$ cat src/rtl/unidade_controle.sv
// Fetch/decode/execute sequencer in front of the 4-bit ALU (ula): reads 12-bit
// instructions from a synchronous ROM, keeps a 4x4 register file, writes back ALU results.
module unidade_controle #(
    parameter int unsigned PC_W = 4
) (
    input  logic            clk,
    input  logic            rst,
    input  logic            start,
    output logic [PC_W-1:0] instr_addr,
    input  logic [11:0]     instr_data,
    output logic [3:0]      alu_a,
    output logic [3:0]      alu_b,
    output logic [3:0]      alu_op,
    input  logic [7:0]      alu_result,
    input  logic            alu_sinal,
    output logic [7:0]      result_out,
    output logic            result_sign,
    output logic            result_valid,
    output logic            busy,
    output logic            halted
);

    typedef enum logic [2:0] {
        S_IDLE,
        S_FETCH,
        S_DECODE,
        S_EXEC,
        S_WAIT,
        S_WB,
        S_HALT
    } state_t;

    localparam logic [3:0] OPC_LDI  = 4'b1000;
    localparam logic [3:0] OPC_HALT = 4'b1111;

    state_t          state_q, state_d;
    logic [PC_W-1:0] pc_q, pc_d;
    // IR keeps {opc, rd, rs}; the immediate is consumed directly at decode.
    logic [7:0]      ir_q, ir_d;
    logic [3:0][3:0] rf_q, rf_d;
    logic [7:0]      res_q, res_d;
    logic            sign_q, sign_d;

    logic [3:0] dec_opc;
    logic [1:0] dec_rd;
    logic [3:0] dec_imm;
    logic [3:0] ir_opc;
    logic [1:0] ir_rd;
    logic [1:0] ir_rs;

    assign dec_opc = instr_data[11:8];
    assign dec_rd  = instr_data[7:6];
    assign dec_imm = instr_data[3:0];
    assign ir_opc  = ir_q[7:4];
    assign ir_rd   = ir_q[3:2];
    assign ir_rs   = ir_q[1:0];

    function automatic logic is_alu_op(input logic [3:0] opc);
        return (opc != 4'b0000) && (opc <= 4'b0111);
    endfunction

    always_ff @(posedge clk or negedge rst) begin
        if (!rst) begin
            state_q <= S_IDLE;
            pc_q    <= '0;
            ir_q    <= '0;
            rf_q    <= '0;
            res_q   <= '0;
            sign_q  <= 1'b0;
        end else begin
            state_q <= state_d;
            pc_q    <= pc_d;
            ir_q    <= ir_d;
            rf_q    <= rf_d;
            res_q   <= res_d;
            sign_q  <= sign_d;
        end
    end

    always_comb begin
        state_d = state_q;
        pc_d    = pc_q;
        ir_d    = ir_q;
        rf_d    = rf_q;
        res_d   = res_q;
        sign_d  = sign_q;
        unique case (state_q)
            S_IDLE, S_HALT: begin
                if (start) begin
                    pc_d    = '0;
                    state_d = S_FETCH;
                end
            end
            S_FETCH: state_d = S_DECODE;
            S_DECODE: begin
                ir_d = instr_data[11:4];
                if (is_alu_op(dec_opc)) begin
                    state_d = S_EXEC;
                end else if (dec_opc == OPC_HALT) begin
                    state_d = S_HALT;
                end else begin
                    if (dec_opc == OPC_LDI) begin
                        rf_d[dec_rd] = dec_imm;
                        res_d        = {4'b0000, dec_imm};
                        sign_d       = 1'b0;
                    end
                    state_d = S_WB;
                end
            end
            S_EXEC: state_d = S_WAIT;
            S_WAIT: begin
                // ula registered its result on the EXEC exit edge
                rf_d[ir_rd] = alu_result[3:0];
                res_d       = alu_result;
                sign_d      = alu_sinal;
                state_d     = S_WB;
            end
            S_WB: begin
                pc_d    = pc_q + PC_W'(1);
                state_d = S_FETCH;
            end
            default: state_d = S_IDLE;
        endcase
    end

    always_comb begin
        alu_a  = '0;
        alu_b  = '0;
        alu_op = '0;
        if (state_q == S_EXEC || state_q == S_WAIT) begin
            alu_a  = rf_q[ir_rd];
            alu_b  = rf_q[ir_rs];
            alu_op = ir_opc;
        end
    end

    assign instr_addr   = pc_q;
    assign result_out   = res_q;
    assign result_sign  = sign_q;
    assign result_valid = (state_q == S_WB) && (is_alu_op(ir_opc) || ir_opc == OPC_LDI);
    assign busy         = (state_q == S_FETCH) || (state_q == S_DECODE) || (state_q == S_EXEC)
                       || (state_q == S_WAIT) || (state_q == S_WB);
    assign halted       = (state_q == S_HALT);

endmodule
$ cat config.mk
export PLATFORM = sky130hd
export DESIGN_NAME = unidade_controle
export DESIGN_NICKNAME = d
export VERILOG_FILES = /design/src/rtl/unidade_controle.sv
export SDC_FILE = /design/constraint.sdc
export NUM_CORES = 1
export LEC_CHECK = 0
export ABC_CLOCK_PERIOD_IN_PS = 4500
export CAP_MARGIN = 20
export CORE_ASPECT_RATIO = 1.4
export CORE_UTILIZATION = 54
export CTS_CLUSTER_SIZE = 25
export DETAILED_ROUTE_END_ITERATION = 10
export GPL_ROUTABILITY_DRIVEN = 0
export GPL_TIMING_DRIVEN = 0
export PLACE_DENSITY = 0.85
export SETUP_SLACK_MARGIN = 0.2
export SYNTH_ARGS = -nofsm -noshare
export SYNTH_HDL_FRONTEND = slang
export SYNTH_SLANG_ARGS = --single-unit
$ cat constraint.sdc
create_clock -name clk -period 4.5 [get_ports clk]
set_input_delay 0.675 -clock clk [delete_from_list [all_inputs] [get_ports clk]]
set_output_delay 0.675 -clock clk [all_outputs]
set_load 0.01 [all_outputs]
==> impl_results.rst, run 1 <==
.. list-table::
   :header-rows: 1

   * - Metric
     - Value
   * - Critical path class
     - reg -> out
   * - #FFs+latches synth
     - 40
   * - Share of cell area taken by muxes after synthesis
     - 19.9%
   * - Number of placement rows
     - 27
   * - Standard cell with the maximum stage delay on the critical path
     - sky130_fd_sc_hd__clkdlybuf4s50_1
   * - Final cycle utilization of the critical path
     - 67.6%
   * - Data arrival time of the critical path
     - 2370 ps
   * - Sum of routed wire length over all layers
     - 5350 um
   * - Share of the core filled with cells in the final layout
     - 73.3%
   * - Synthesized-area fraction occupied by adder cells
     - 0.541%
   * - Pin count of the biggest net entering global routing
     - 41
   * - Overflow left after global routing
     - 0
   * - Slew of the pin with the lowest slew margin
     - 891 ps
   * - Data required, critical path
     - 3830 ps
   * - Number of enable-type register cells in the synthesized netlist
     - 0
   * - Post-synthesis net count
     - 227
   * - Via count of the first global-routing pass
     - 1848
   * - CP dominant cell by count
     - sky130_fd_sc_hd__buf_4
   * - Max Clock Freq
     - 329 MHz
   * - Post-CTS sizing
     - 0
   * - Leakage power total
     - 1.21 nW
   * - Cell-by-cell listing of the critical path
     - buf_4 -> nor3b_2 -> buf_4 -> a21oi_1 -> clkbuf_1 -> nor2b_1 -> clkdlybuf4s50_1
   * - Async set-reset flop share out of synthesis
     - 100%
   * - Worst clock skew on the final layout
     - 5.41 ps
   * - Unique cell type count in the Yosys netlist
     - 40
   * - Post-synthesis cell count
     - 202
   * - Result of the run
     - finished with violations
   * - Count of antenna-violating nets left after detailed routing
     - 0
   * - Die Span X
     - 57.3 um
   * - Detailed placer's ending HPWL
     - 4040 um
   * - Syn Std Cell Area
     - 0.00231 mm^2
   * - Initial antenna violation count
     - 0
   * - Final Hold Violating Endpoints
     - 0
   * - Number of slew-limit violations in the final report
     - 0
   * - Number of max-cap violations
     - 0
   * - Post-route DRC
     - 5
   * - Type of destination of the critical path
     - primary output
   * - Clock tree from TritonCTS
     - done
   * - Kind of start point of the critical path
     - flop
   * - Final-layout setup total negative slack
     - 0 ps
   * - CTS buffer count
     - 5
   * - H-tree Lvls
     - 2
   * - Fraction of final layout cells sized beyond drive strength 1
     - 21.2%
   * - Initial Utilization
     - 57.5%
   * - Tmin final
     - 3040 ps
   * - All-layer global routing usage
     - 25.6%
   * - Number of fill cells
     - 290
   * - Die Span Y
     - 79.4 um
   * - Violations in the final reports
     - DRC
   * - Post-layout total power
     - 1.79 mW
   * - Starting DRC count in detailed routing
     - 114
   * - Largest area contributor in the synthesized netlist
     - sky130_fd_sc_hd__dfrtp_1
   * - Maximum number of buffers from clock root to sink
     - 2
   * - Number of synthesis warnings
     - 0
   * - Top Ports
     - 52
   * - Port Buffers
     - 51
   * - Cell at the root of the clock tree
     - sky130_fd_sc_hd__clkbuf_8
   * - Count of vias placed by the detailed router
     - 1876
   * - Fraction of synthesized cell area in xor and xnor cells
     - 0.379%
   * - Post-Synthesis Mean Instance Area
     - 11.4 um^2
   * - Max VDD drop
     - 339 uV
   * - Synthesized-area fraction occupied by and/or/nand/nor cells
     - 13.4%
   * - Routed len/inst
     - 17.7 um
   * - RSZ-0062 raised after global routing
     - no
   * - Top cells by area in the synthesized netlist
     - sky130_fd_sc_hd__dfrtp_1 43%, sky130_fd_sc_hd__mux2_2 12%, sky130_fd_sc_hd__mux4_2 7.8%, sky130_fd_sc_hd__a32o_1 5.2%, sky130_fd_sc_hd__nor2b_1 4.1%
   * - Post-synth top area share
     - 43.3%
   * - Most frequently used cell type in the post-synthesis netlist
     - sky130_fd_sc_hd__dfrtp_1
   * - Power density over the cells
     - 609 mW/mm^2
   * - Max_slew headroom
     - 40.6%
   * - Buffer count from post-CTS setup fixing
     - 0
   * - Top FF cell, synth
     - sky130_fd_sc_hd__dfrtp_1
   * - CTS clock-pin slew for the worst setup and hold paths
     - 70 ps
   * - Hold-fix buffers at CTS
     - 0
   * - Sequential-to-total area share from yosys stat
     - 43.3%
   * - Synth top cells by count
     - 40 x sky130_fd_sc_hd__dfrtp_1, 24 x sky130_fd_sc_hd__mux2_2, 19 x sky130_fd_sc_hd__nand2_1
   * - Area of the placeable core
     - 0.00402 mm^2
   * - Synthesized-area fraction occupied by ao, oa, aoi and oai cells
     - 19.0%
   * - First-pass GRT wire length
     - 8740 um
   * - Class of the most critical hold timing path
     - reg -> reg
   * - Worst Path Max Fanout
     - 10
   * - Vias/cell
     - 6.19
   * - Number of nets in the layout
     - 285
   * - Setup-violating endpoint count in the final report
     - 0
   * - Clock latency at the later pin of the worst-skew pair
     - 290 ps
   * - Antenna Diode Count
     - 0
   * - Layout overhead on the synthesized area
     - 27.6%
   * - Combinational family with the most area after synthesis
     - multiplexers
   * - Maximum cell stage delay along the critical path
     - 500 ps
   * - Count of TritonRoute iterations in the first routing pass
     - 7
   * - Clock sinks
     - 40
   * - DIE AREA
     - 0.00455 mm^2
critical path, delay by kind of cell, from the launching register on:
kind                   cells  cell delay (ps)
buffers and inverters      4             1230
DFF                        1              360
AOI/OAI and AO/OA          1              210
and+or+nand+nor            2              280
power breakdown:
group / switching [mW] / internal (mW)
clock network: 0.117 / 0.105
registers: 0.135 / 0.523
logic: 0.409 / 0.505
logic make-up after synthesis:
logic type / Yosys count
xor+xnor: 1
flops: 40
simple gates: 55
compound gates: 56
buf+inv: 16
mux: 33
fa+ha+maj: 1
metrics by stage:
stage	cells	hold slack, ps	setup slack [ps]	area, um^2
floorplan	202	379	2440	2310
detailed placement	296	469	1780	2870
CTS	303	486	1450	2950
finish	303	481	1460	2950
global route	303	513	1300	2950
global placement	296	461	1760	2880
layout by cell type (no fill, tap or decap), types with 4 or more instances in the layout:
cell / synthesis / final
sky130_fd_sc_hd__clkdlybuf4s50_1: 0 / 50
sky130_fd_sc_hd__nor2b_1: 15 / 15
sky130_fd_sc_hd__mux2_2: 24 / 24
sky130_fd_sc_hd__a21o_1: 4 / 4
sky130_fd_sc_hd__o2bb2ai_1: 4 / 4
sky130_fd_sc_hd__a21oi_1: 13 / 13
sky130_fd_sc_hd__nor2_1: 5 / 5
sky130_fd_sc_hd__a22o_1: 5 / 5
sky130_fd_sc_hd__nand2_1: 19 / 19
sky130_fd_sc_hd__buf_2: 4 / 5
sky130_fd_sc_hd__a32o_1: 12 / 12
sky130_fd_sc_hd__clkbuf_8: 0 / 5
sky130_fd_sc_hd__clkbuf_1: 6 / 7
sky130_fd_sc_hd__mux4_2: 8 / 8
sky130_fd_sc_hd__dfrtp_1: 40 / 40
state kept, by name, indices dropped and copies added (netlist names):
| signal | count |
|---|---|
| ir_q | 8 |
| state_q | 3 |
| result_out | 8 |
| result_sign | 1 |
| instr_addr | 4 |
| rf_q | 16 |
per-layer routing:
layer	track usage (%)	share of wire [%]	up-vias
met5	0	0	-
met2	44.4	53	56
met4	11.5	2.8	0
met3	3.89	3.1	13
li1	-	-	888
met1	31.3	41	919
path summary, 6_finish.rpt:
| kind | start | to | slack, ps | cells after the start |
|---|---|---|---|---|
| max in group asynchronous | rst | result_out[0] | 3430 | 1 |
| hold / removal | result_out[3] | result_out[3] | 480 | 1 |
| setup reg to reg | state_q[2] | rf_q[8] | 2540 | 5 |
| hold reg to reg | result_out[3] | result_out[3] | 480 | 1 |
| min in group asynchronous | rst | instr_addr[0] | 510 | 1 |
| setup / recovery | state_q[2] | alu_b[2] | 1460 | 7 |
area by class of cell:
class,count,area (um^2),share of cell area [%]
clock buffers,6,72.6,2.46
clock inverters,1,5.00,0.170
repair buffers,51,505,17.1
flip-flops and latches,40,1000,34.0
inverters,2,7.51,0.255
multi-input cells,146,1230,41.7
plain buffers,14,72.6,2.46
well taps,43,53.8,1.83
(Power assumes the default switching activity.)
==> run 2, diff against run 1 <==
ABC_CLOCK_PERIOD_IN_PS = 3000   (was 4500)
CORE_UTILIZATION = 50   (was 54)
PLACE_DENSITY = 0.79   (was 0.85)
clock period = 3 ns   (was 4.5 ns; I/O delays follow)
==> run 2 against run 1 <==
The run now ends clean. Die area grew 7.7%. Largest power group unchanged. Wire length is 5.2% higher. Combinational power rose by 51%. Cell area is 1.4% higher. First-iteration DRC count down 28%. Highest routed layer unchanged.
==> impl_results.rst, run 2 (same netlist as run 1, synthesis figures left out) <==
.. list-table::
   :header-rows: 1

   * - Metric
     - Value
   * - Cell at the root of the clock tree
     - sky130_fd_sc_hd__clkbuf_8 (unchanged)
   * - Commonest non-fill, non-tap cell in the layout
     - sky130_fd_sc_hd__clkdlybuf4s50_1 (unchanged)
   * - Vias/cell
     - 5.94 (was 6.19)
   * - Sum of routed wire length over all layers
     - 5630 um (was 5350 um)
   * - Post-route DRC
     - 0 (was 5)
   * - Starting DRC count in detailed routing
     - 82 (was 114)
   * - Count of TritonRoute iterations in the first routing pass
     - 5 (was 7)
   * - Maximum number of buffers from clock root to sink
     - 2 (unchanged)
   * - Data required, critical path
     - 2550 ps (was 3830 ps)
   * - Kind of start point of the critical path
     - flop (unchanged)
   * - H-tree Lvls
     - 2 (unchanged)
   * - Area of the placeable core
     - 0.00434 mm^2 (was 0.00402 mm^2)
   * - Final cycle utilization of the critical path
     - 88.6%
   * - Setup-violating endpoint count in the final report
     - 0 (unchanged)
   * - Port Buffers
     - 51 (unchanged)
   * - Final Hold Violating Endpoints
     - 0 (unchanged)
   * - Power density over the cells
     - 915 mW/mm^2 (was 609 mW/mm^2)
   * - Via count of the first global-routing pass
     - 1812 (was 1848)
   * - Tmin final
     - 2660 ps
   * - Number of slew-limit violations in the final report
     - 0 (unchanged)
   * - CTS buffer count
     - 5 (unchanged)
   * - Layout overhead on the synthesized area
     - 29.4% (was 27.6%)
   * - Count of vias placed by the detailed router
     - 1906 (was 1876)
   * - Count of antenna-violating nets left after detailed routing
     - 0 (unchanged)
   * - Initial antenna violation count
     - 0 (unchanged)
   * - Met2 wire len
     - 2990 um (was 2860 um)
   * - Initial Utilization
     - 53.2% (was 57.5%)
   * - Final-layout setup total negative slack
     - 0 ps (unchanged)
   * - Worst clock skew on the final layout
     - 8.66 ps (was 5.41 ps)
   * - RSZ-0062 raised after global routing
     - no (unchanged)
   * - Pin count of the biggest net entering global routing
     - 41 (unchanged)
   * - Class of the most critical hold timing path
     - in -> async (was reg -> reg)
   * - Final setup slack of the worst path
     - 341 ps (was 1460 ps)
   * - Commonest cells after routing, fill and taps aside
     - 50 x sky130_fd_sc_hd__clkdlybuf4s50_1, 40 x sky130_fd_sc_hd__dfrtp_1, 24 x sky130_fd_sc_hd__mux2_2 (unchanged)
   * - Clock latency at the later pin of the worst-skew pair
     - 300 ps (was 290 ps)
   * - Footprint of the flip-flops and latches
     - 0.00100 mm^2 (unchanged)
   * - Antenna Diode Count
     - 0 (unchanged)
   * - Leakage power total
     - 1.23 nW (was 1.21 nW)
   * - Post-place setup slack
     - 371 ps (was 1780 ps)
   * - Detailed placer's ending HPWL
     - 4140 um (was 4040 um)
   * - Top Layer Used
     - met4 (unchanged)
   * - Number of placement rows
     - 28 (was 27)
   * - Critical path class
     - reg -> out (unchanged)
   * - First-pass GRT wire length
     - 8670 um (was 8740 um)
   * - Number of fill cells
     - 369 (was 290)
   * - Routed len/inst
     - 17.5 um (was 17.7 um)
   * - Max Clock Freq
     - 376 MHz
   * - Routed length on met1
     - 2260 um (was 2170 um)
   * - CTS clock-pin slew for the worst setup and hold paths
     - 80 ps (was 70 ps)
   * - Top Ports
     - 52 (unchanged)
   * - All-layer global routing usage
     - 24.3% (was 25.6%)
   * - Clock tree from TritonCTS
     - done (unchanged)
   * - Slew of the pin with the lowest slew margin
     - 901 ps (was 891 ps)
   * - Biggest register
     - rf_q (unchanged)
   * - Worst Path Max Fanout
     - 10 (unchanged)
   * - Clock sinks
     - 40 (unchanged)
   * - Max_slew headroom
     - 40.0% (was 40.6%)
   * - Max VDD drop
     - 425 uV (was 339 uV)
   * - Die Span X
     - 59.5 um (was 57.3 um)
   * - Number of nets in the layout
     - 285 (unchanged)
   * - Number of flip-flops under the largest register name
     - 16 (unchanged)
   * - Type of destination of the critical path
     - primary output (unchanged)
   * - Worst reg2reg setup slack
     - 1000 ps (was 2540 ps)
   * - Overflow left after global routing
     - 0 (unchanged)
   * - Result of the run
     - completed (was finished with violations)
   * - Area of the multi-input gates
     - 0.00123 mm^2 (about the same)
   * - Data arrival time of the critical path
     - 2210 ps (was 2370 ps)
   * - Wire length on met3
     - 250 um (was 168 um)
   * - Number of max-cap violations
     - 0 (unchanged)
   * - DIE AREA
     - 0.00490 mm^2 (was 0.00455 mm^2)
   * - Die Span Y
     - 82.4 um (was 79.4 um)
   * - Fraction of final layout cells sized beyond drive strength 1
     - 23.0% (was 21.2%)
-- run 2: layout make-up --
class / count / share of cell area (%)
Clock inverter: 2 / 0.335
Tap cell: 60 / 2.51
Multi-Input combinational cell: 146 / 41.3
Timing Repair Buffer: 51 / 16.9
Sequential cell: 40 / 33.5
Clock buffer: 6 / 2.76
Buffer: 14 / 2.51
Inverter: 2 / 0.251
-- run 2: what timing repair did --
item                       in CTS  in global routing
setup endpoints to repair      10                  6
hold buffers                    0                  0
setup buffers                   0                  0
resized for setup               2                  3
-- run 2: through the flow --
step                cells  utilization [%]  hold WS, ps  power (mW)  area (um^2)
floorplan             202                -          154        1.86         2310
global placement      313             66.7          461        2.33         2900
detailed placement    313             66.6          464        2.36         2890
CTS                   321             68.8          308        2.75         2990
global route          321             68.8          356        2.91         2990
finish                321             68.8          285        2.74         2990
-- run 2: power breakdown --
part | internal, mW | switching [mW] | total [mW]
Clock | 0.184 | 0.191 | 0.375
Combinational | 0.763 | 0.617 | 1.38
Sequential | 0.784 | 0.197 | 0.981
-- run 2: worst max-delay path: stages (launching register included) --
cell	delay, ps
sky130_fd_sc_hd__dfrtp_1	360
sky130_fd_sc_hd__buf_2	160
sky130_fd_sc_hd__nor3b_2	200
sky130_fd_sc_hd__buf_4	210
sky130_fd_sc_hd__a21oi_2	70
sky130_fd_sc_hd__buf_2	210
sky130_fd_sc_hd__nor2b_1	150
sky130_fd_sc_hd__clkdlybuf4s50_1	550
-- run 2: per-layer routing --
layer  vias to the layer above  track usage [%]
met5                         -                0
met4                         0             10.7
met3                        10             4.05
met2                        71             42.7
met1                       940             28.6
li1                        885                -
-- run 2: final timing paths --
check,start,endpoint,cells after the start
max in group asynchronous,rst,result_out[1],1
setup reg to reg,state_q[2],rf_q[9],5
hold / removal,rst,ir_q[4],1
setup / recovery,state_q[1],alu_b[2],7
hold reg to reg,result_out[3],result_out[3],1
min in group clk,result_out[3],result_out[3],1
